## src/rtl/seq_det_pkg.sv

```systemverilog
// Shared types and sizing helpers for the serial pattern detector.
package seq_det_pkg;

    typedef enum logic [1:0] {
        IDLE = 2'd0,
        RUN  = 2'd1,
        DONE = 2'd2
    } state_e;

    localparam int DEF_MAXLEN = 8;
    localparam int DEF_CNTW   = 8;

    function automatic int LENW(input int maxlen);
        return $clog2(maxlen + 1);
    endfunction

endpackage

```

## src/rtl/seq_match_core.sv

```systemverilog
// Serial history shift register, fill counter and pattern compare.
// The compare looks at the history including the bit shifted in this cycle.
module seq_match_core
    import seq_det_pkg::*;
#(
    parameter int MAXLEN = DEF_MAXLEN,
    parameter int LW     = LENW(DEF_MAXLEN)
) (
    input  logic              clk,
    input  logic              rst_n,
    input  logic              clear_i,
    input  logic              shift_i,
    input  logic              bit_i,
    input  logic [MAXLEN-1:0] pattern_i,
    input  logic [LW-1:0]     len_i,
    input  logic              ovl_i,
    output logic              match_o
);

    logic [MAXLEN-1:0] hist_q, hist_d, hist_shift;
    logic [LW-1:0]     fill_q, fill_d, fill_inc;
    logic              equal;

    // Only the low len_i bits take part in the compare.
    always_comb begin
        hist_shift = {hist_q[MAXLEN-2:0], bit_i};
        fill_inc   = (fill_q == LW'(MAXLEN)) ? fill_q : fill_q + LW'(1);
        equal      = 1'b1;
        for (int i = 0; i < MAXLEN; i++) begin
            if ((i < int'(len_i)) && (hist_shift[i] != pattern_i[i])) begin
                equal = 1'b0;
            end
        end
        match_o = shift_i && (fill_inc >= len_i) && equal;
    end

    always_comb begin
        hist_d = hist_q;
        fill_d = fill_q;
        if (clear_i) begin
            hist_d = '0;
            fill_d = '0;
        end else if (shift_i) begin
            hist_d = hist_shift;
            fill_d = (match_o && !ovl_i) ? '0 : fill_inc;
        end
    end

    always_ff @(posedge clk or negedge rst_n) begin
        if (!rst_n) begin
            hist_q <= '0;
            fill_q <= '0;
        end else begin
            hist_q <= hist_d;
            fill_q <= fill_d;
        end
    end

endmodule

```

## src/rtl/seq_det_ctrl.sv

```systemverilog
// Run controller for the serial pattern detector: FSM, configuration
// registers and match counter around seq_match_core.
module seq_det_ctrl
    import seq_det_pkg::*;
#(
    parameter int MAXLEN = DEF_MAXLEN,
    parameter int CNTW   = DEF_CNTW
) (
    input  logic                    clk,
    input  logic                    rst_n,
    input  logic                    cfg_we,
    input  logic [MAXLEN-1:0]       cfg_pattern,
    input  logic [LENW(MAXLEN)-1:0] cfg_len,
    input  logic                    cfg_ovl,
    input  logic [CNTW-1:0]         cfg_target,
    input  logic                    start,
    input  logic                    abort,
    input  logic                    inp,
    input  logic                    inp_vld,
    output logic                    det,
    output logic                    busy,
    output logic                    done,
    output logic                    err,
    output logic [CNTW-1:0]         match_cnt
);

    localparam int LW = LENW(MAXLEN);

    state_e state_q, state_d;

    logic [MAXLEN-1:0] cfg_pat_q, cfg_pat_d;
    logic [LW-1:0]     cfg_len_q, cfg_len_d;
    logic              cfg_ovl_q, cfg_ovl_d;
    logic [CNTW-1:0]   cfg_tgt_q, cfg_tgt_d;

    logic [MAXLEN-1:0] run_pat_q, run_pat_d;
    logic [LW-1:0]     run_len_q, run_len_d;
    logic              run_ovl_q, run_ovl_d;
    logic [CNTW-1:0]   run_tgt_q, run_tgt_d;

    logic              err_q, err_d;
    logic              det_q, det_d;
    logic [CNTW-1:0]   cnt_q, cnt_d, cnt_inc;

    logic cfg_legal, idle_or_done, start_req, arm, reject, shift, match;

    always_comb begin
        idle_or_done = (state_q != RUN);
        cfg_legal    = (cfg_len_q != '0) && (cfg_len_q <= LW'(MAXLEN)) &&
                       (cfg_tgt_q != '0);
        start_req    = idle_or_done && start && !abort;
        arm          = start_req && cfg_legal;
        reject       = start_req && !cfg_legal;
        shift        = (state_q == RUN) && inp_vld && !abort;
        cnt_inc      = cnt_q + CNTW'(1);
    end

    seq_match_core #(
        .MAXLEN (MAXLEN),
        .LW     (LW)
    ) u_core (
        .clk       (clk),
        .rst_n     (rst_n),
        .clear_i   (arm),
        .shift_i   (shift),
        .bit_i     (inp),
        .pattern_i (run_pat_q),
        .len_i     (run_len_q),
        .ovl_i     (run_ovl_q),
        .match_o   (match)
    );

    always_ff @(posedge clk or negedge rst_n) begin
        if (!rst_n) begin
            state_q <= IDLE;
        end else begin
            state_q <= state_d;
        end
    end

    always_comb begin
        state_d = state_q;
        unique case (state_q)
            IDLE: begin
                if (arm) state_d = RUN;
            end
            RUN: begin
                if (abort)                               state_d = IDLE;
                else if (match && (cnt_inc == run_tgt_q)) state_d = DONE;
            end
            DONE: begin
                if (abort)       state_d = IDLE;
                else if (arm)    state_d = RUN;
                else if (reject) state_d = IDLE;
            end
            default: state_d = IDLE;
        endcase
    end

    always_comb begin
        busy      = (state_q == RUN);
        done      = (state_q == DONE);
        det       = det_q;
        err       = err_q;
        match_cnt = cnt_q;
    end

    // A start snapshots the stored configuration before any same-cycle
    // write lands, so a simultaneous write only affects the following run.
    always_comb begin
        cfg_pat_d = cfg_pat_q;
        cfg_len_d = cfg_len_q;
        cfg_ovl_d = cfg_ovl_q;
        cfg_tgt_d = cfg_tgt_q;
        run_pat_d = run_pat_q;
        run_len_d = run_len_q;
        run_ovl_d = run_ovl_q;
        run_tgt_d = run_tgt_q;
        err_d     = err_q;
        cnt_d     = cnt_q;
        det_d     = 1'b0;

        if (cfg_we && idle_or_done) begin
            cfg_pat_d = cfg_pattern;
            cfg_len_d = cfg_len;
            cfg_ovl_d = cfg_ovl;
            cfg_tgt_d = cfg_target;
        end

        if (arm) begin
            run_pat_d = cfg_pat_q;
            run_len_d = cfg_len_q;
            run_ovl_d = cfg_ovl_q;
            run_tgt_d = cfg_tgt_q;
            err_d     = 1'b0;
            cnt_d     = '0;
        end else if (reject) begin
            err_d = 1'b1;
        end

        if (match) begin
            cnt_d = cnt_inc;
            det_d = 1'b1;
        end
    end

    always_ff @(posedge clk or negedge rst_n) begin
        if (!rst_n) begin
            cfg_pat_q <= '0;
            cfg_len_q <= '0;
            cfg_ovl_q <= 1'b0;
            cfg_tgt_q <= '0;
            run_pat_q <= '0;
            run_len_q <= '0;
            run_ovl_q <= 1'b0;
            run_tgt_q <= '0;
            err_q     <= 1'b0;
            cnt_q     <= '0;
            det_q     <= 1'b0;
        end else begin
            cfg_pat_q <= cfg_pat_d;
            cfg_len_q <= cfg_len_d;
            cfg_ovl_q <= cfg_ovl_d;
            cfg_tgt_q <= cfg_tgt_d;
            run_pat_q <= run_pat_d;
            run_len_q <= run_len_d;
            run_ovl_q <= run_ovl_d;
            run_tgt_q <= run_tgt_d;
            err_q     <= err_d;
            cnt_q     <= cnt_d;
            det_q     <= det_d;
        end
    end

endmodule

```

## config.mk

```make
export PLATFORM = sky130hd
export DESIGN_NAME = seq_det_ctrl
export DESIGN_NICKNAME = d
export VERILOG_FILES = /design/src/rtl/seq_det_pkg.sv /design/src/rtl/seq_match_core.sv /design/src/rtl/seq_det_ctrl.sv
export SDC_FILE = /design/constraint.sdc
export NUM_CORES = 1
export LEC_CHECK = 0
export ABC_AREA = 0
export CAP_MARGIN = 15
export CORE_MARGIN = 1.5
export CORE_UTILIZATION = 41
export DETAILED_ROUTE_END_ITERATION = 7
export PLACE_DENSITY_LB_ADDON = 0.2
export SKIP_LAST_GASP = 1
export SYNTH_ARGS = -nofsm -noshare
export SYNTH_HDL_FRONTEND = slang
export SYNTH_SLANG_ARGS = --single-unit
export TNS_END_PERCENT = 1
```

## constraint.sdc

```tcl
create_clock -name clk -period 2.6 [get_ports clk]
set_clock_uncertainty 0.1 [all_clocks]
set_input_delay 0.65 -clock clk [delete_from_list [all_inputs] [get_ports clk]]
set_output_delay 0.65 -clock clk [all_outputs]
set_load 0.02 [all_outputs]
```

Yosys cells after proc, flatten, opt, wreduce, memory -nomap -nowiden
Index checks and enable logic that the tools add are counted.
{ "classes": {"n_shift": 0, "multipliers": 0, "n_div": 0, "n_reduce_logical": 31, "n_eq_ne": 16, "bitwise": 0, "n_addsub": 2, "magnitude_cmp": 10, "mux": 26} }
{ "op_table": {"columns": ["operator", "n"], "rows": [
  ["logical AND 1 bit", 21],
  ["less-than comparator 3 x 4 -> 1 bit (first input constant)", 4],
  ["2-to-1 mux 4 bit", 4],
  ["2-to-1 mux 8 bit", 2],
  ["2-to-1 mux 7 bit", 2],
  ["2-to-1 mux 2 bit", 6],
  ["2-to-1 mux 1 bit", 11],
  ["adder 8 x 1 -> 8 bit (second input constant)", 1],
  ["== test 8 bit", 1],
  ["less-than comparator 1 x 4 -> 1 bit (first input constant)", 2],
  ["less-than comparator 2 x 4 -> 1 bit (first input constant)", 2],
  ["!= test 1 bit", 8],
  ["nonzero test 8 bit", 1],
  ["one-hot mux 2 bit (3 select lines)", 1],
  ["nonzero test 2 bit", 3],
  ["adder 4 x 1 -> 4 bit (second input constant)", 1],
  ["== test 4 bit (second input constant)", 1],
  [">= comparator 4 bit", 1],
  ["less-or-equal comparator 4 bit (second input constant)", 1],
  ["!= test 4 x 2 -> 1 bit (second input constant)", 1],
  ["nonzero test 4 bit", 1],
  ["zero test 1 bit", 3],
  ["!= test 3 x 2 -> 1 bit (second input constant)", 1],
  ["AND reduction 3 bit", 1],
  ["5 further kinds", 5]
]} }
{ "word_totals": {"ramBits": 0, "rom_bits": 0, "ff_bits": 65, "n_memories": 0, "latch_bits": 0, "inputBits": 28} }

Longest topological paths before layout
{ "depth": {"depth_word": 15, "ltp_mapped": 12} }

Modules after synthesis
Synthesis repeated with hierarchy kept, for this count alone.
{ "unflattened": {"hier_cells": 278, "hier_area_um2": 3236.9} }
{ "by_module_without_submodules": {"columns": ["mod", "instances", "seq_area_each_um2", "cells_each", "area_per_inst_um2"], "rows": [
  ["seq_det_ctrl", 1, 1351.3, 193, 2428.6],
  ["seq_match_core", 1, 275.3, 85, 808.3]
]} }

Worst setup path before layout
Ideal clock, no wire load.
{ "synth_timing": {"path_type": "register -> register", "start": "reg u_core.fill_q[0]", "end": "reg cnt_q[3] (netlist: match_cnt[3])", "arrival_ps": 2272, "stages_incl_launch_ff": 12, "period_less_slack_ps": 2490, "n_path_buf": 0, "slack_ps": 110, "required_ps": 2382, "path_cell_list": "dfrtp_1 > inv_1 > ha_1 > nand3b_1 > xnor2_1 > ha_1 > nand2b_1 > a211oi_1 > o21bai_1 > o2111ai_1 > mux2_2 > a21o_1"} }
{ "synth_via": {"elab_chain_cells": 6, "elab_cells_between_ends": 8, "cone_classes": "1 x add/sub; 1 x order compare; 1 x eq/ne; 2 x mux; 3 x reduce/logical"} }
{ "synth_lines": {"columns": ["element", "line", "rtl"], "rows": [
  ["start, declared", "seq_match_core.sv:21", "logic [LW-1:0] fill_q, fill_d, fill_inc;"],
  ["start signal, assigned", "seq_match_core.sv:55", "fill_q <= fill_d;"],
  ["adder 4 x 1 -> 4 bit / == test 4 bit (equally long branches)", "seq_match_core.sv:27", "fill_inc = (fill_q == LW'(MAXLEN)) ? fill_q : fill_q + LW'(1);"],
  ["2-to-1 mux 4 bit *", "seq_match_core.sv:27", null],
  [">= comparator 4 bit *", "seq_match_core.sv:34", "match_o = shift_i && (fill_inc >= len_i) && equal;"],
  ["logical AND 1 bit * (2 in a row)", "seq_match_core.sv:34", null],
  ["2-to-1 mux 8 bit / nonzero test 2 bit (equally long branches)", null, null],
  ["end signal, assigned", "seq_det_ctrl.sv:170", "cnt_q <= cnt_d;"],
  ["end, declared", "seq_det_ctrl.sv:43", "logic [CNTW-1:0] cnt_q, cnt_d, cnt_inc;"]
]} }
Mark *: on every way between the ends. The rest lies on a longest branch, timed or not.
A chain may end at the register's enable or synchronous reset.

Worst setup path in the final report
Ends and elaborated chain as after synthesis.

==> flow_summary.ini <==
[worst_hold_path]
min_path_type = in2async

[finish]
multi_input_area_um2 = 1503
final_cell_mix = 65 x dfrtp_1, 51 x nand2_1, 38 x clkdlybuf4s50_1
diodes = 0
nets = 388
final-seq-area_um2 = 1627
fillers = 649
drive_gt1_share_pct = 21.91
area_growth_pct = 30.77
layout_commonest_cell = dfrtp_1
utilization_pct = 55.93

[critical_path]
startpoint = u_core.fill_q[0]
arrival_ns = 2.73
cp.required_ns = 2.74
start_kind = register
max_stage_delay_ns = 0.40
critPathKind = reg2reg
cpMaxStageDelayCell = dfrtp_1
end_kind = register
cp_max_fo = 6
r2r-start = u_core.fill_q[0]
rr_worst_depth = 10
crit_chain = buf_4 > ha_1 > xor2_1 > and2_4 > ha_4 > o21ai_1 > o21bai_1 > o2111ai_4 > mux2_4 > a21o_1

[clock_tree]
root_buffer = clkbuf_8
clk_pin_slew_worst_paths_ns = 0.07
cts_buffers = 9
cts.sinks = 65
clk_latency_ns = 0.35
h-tree-depth = 3
clock_path_buffers = 2
hold_buffers = 0
cts_tree = done

[power_and_ir_drop]
internal-power_mw = 2.359
peakVddDrop_mv = 0.4090
p_leak_nw = 1.893
clockPowerShare_pct = 24.0
swShare_pct = 32.02
p_sw_mw = 1.111
power.share.combinational_pct = 31.9
power_frac_seq_pct = 44.1
pwr_density_cell_nw_per_um2 = 846.4

[synth]
yosys_most_used_dff = dfrtp_1
ys_ff_latch = 65
yosysWarnings = 0
yosysSeqAreaShare_pct = 51.88
synthCells = 286
syn_nets = 321
synth-edff-count = 0
synth_cell_types = 44
syn_area_per_cell_um2 = 10.96
async_flop_share_pct = 100.0
syn_area_um2 = 3136

[timing]
setup_tns_ns = 0
maxSlewViolCount = 0
worstMarginPinSlew_ns = 0.6375
fmax_mhz = 387.1
min_period_ns = 2.583
setup_ws_ns = 0.01671
final.period_utilization_pct = 99.36
setup_viol = 0
rsz0062_at_grt = true
slew_headroom_pct = 57.50
hold_violations = 0

[floorplanning]
die_height_um = 90.45
rows = 31
core_um2 = 7331
start_util_pct = 42.77
die_area_um2 = 8181
num_io_pins = 40
die_w_um = 90.45

[route]
wl_um = 6295
drt_first_pass_iters = 4
postRouteAntennaNets = 0
vias = 2231
wl_per_cell_um = 13.84
viasPerCell = 4.903
drc = 0
drt_iter0_drc = 82

[grt]
grt_max_degree = 29
grt_pass1_wl_um = 10610
grt_usage_pct = 16.84
gr-total-overflow = 0
grt_pass1_vias = 2140
antenna_found_initial = 0

[placed_design]
post-dp-hpwl_um = 4617
io_buffers = 39
gp_congestion = 0.7812
place_worst_setup_slack_ns = -0.1616

[flow_run]
drv_cap = 0

[run_status]
outcome = finished, final reports clean
## critical path: cells and delay by family (launching register included)
| kind | cells | cell delay (ns) |
|---|---|---|
| AOI/OAI and AO/OA | 4 | 0.70 |
| adders and majority gates | 2 | 0.44 |
| DFF | 1 | 0.40 |
| muxes | 1 | 0.36 |
| and+or+nand+nor | 1 | 0.18 |
| buffers and inverters | 1 | 0.15 |
| xor gates and xnor gates | 1 | 0.14 |
## cell type report
cell class	count	share of cell area (%)
repair buffers	68	15.38
well taps	99	3.021
inverters	9	0.8239
clock buffers	10	3.357
flip-flops and latches	65	39.67
clock inverters	4	1.099
multi-input cells	200	36.65
## cell families (layout without fill, tap and decap cells)
family                     count (synthesis)  after routing  synth area share (%)
DFF                                       65             65                 51.88
xor gates and xnor gates                  25             25                 7.462
and+or+nand+nor                           99             99                 15.04
adders and majority gates                  7              7                 2.793
AOI/OAI and AO/OA                         31             31                 6.305
buffers and inverters                     21             91                 2.953
muxes                                     38             38                 13.57
## power groups by stage
stage          clock network [mW]  registers, mW  logic (mW)
2_1_floorplan                   0           1.49       0.674
3_3_place_gp                    0           1.54       0.961
3_5_place_dp                    0           1.54       0.991
4_1_cts                     0.856           1.52       0.998
5_1_grt                     0.908           1.57        1.23
6_report                    0.832           1.53        1.11
## per-stage QoR
step / power (mW) / hold WS (ns) / cell area [um^2] / std cells
final: 3.470 / 0.2203 / 4100 / 455
after global routing: 3.708 / 0.2574 / 4100 / 455
after CTS: 3.377 / 0.2234 / 3983 / 452
after detailed placement: 2.534 / 0.3510 / 3800 / 438
after global placement: 2.498 / 0.3479 / 3800 / 438
after floorplan: 2.165 / 0.2544 / 3136 / 286
## registers in the layout, indices dropped and copies added (netlist names), 7 cells and up
| name | cells |
|---|---|
| cfg_pat_q | 8 |
| cfg_tgt_q | 8 |
| match_cnt | 8 |
| run_pat_q | 8 |
| run_tgt_q | 8 |
| u_core.hist_q | 7 |
## per-layer routing
layer	part of all wire [%]	routed length, um	track usage (%)	up-vias
met1	53	3345	25.03	1052
met4	2.0	127	7.540	0
met5	0	0	0	-
met2	41	2582	22.41	46
met3	3.8	239	4.882	9
li1	-	-	-	1124
## synthesized netlist by cell type, types with 5 or more instances
cell type	n	area share (%)
inv_1	7	0.84
mux2_1	19	6.8
clkbuf_1	7	0.84
dfrtp_1	65	52
xnor2_1	19	5.3
nand2_1	51	6.1
xor2_1	5	1.4
a21o_1	5	1.2
mux2_2	17	6.1
nor2_1	5	0.60
o21ai_1	11	1.8
nor3_1	5	0.80
nand3_1	17	2.7
ha_1	7	2.8
## worst paths after layout
| kind | to | slack (ns) |
|---|---|---|
| setup reg to reg | match_cnt[3] | 0.02 |
| min in group clk | run_pat_q[5] | 0.36 |
| setup / recovery | match_cnt[3] | 0.02 |
| max in group asynchronous | match_cnt[5] | 1.48 |
| hold / removal | cfg_pat_q[0] | 0.22 |
| hold reg to reg | run_pat_q[5] | 0.36 |
## repair_timing
| action | CTS | global route |
|---|---|---|
| setup buffers | 0 | 3 |
| endpoints found under the setup margin | 5 | 13 |
| gates cloned | 0 | 0 |
| pin swaps | 0 | 8 |
| gates resized for setup | 0 | 21 |
Note: power is estimated with default switching activity, not from simulation.
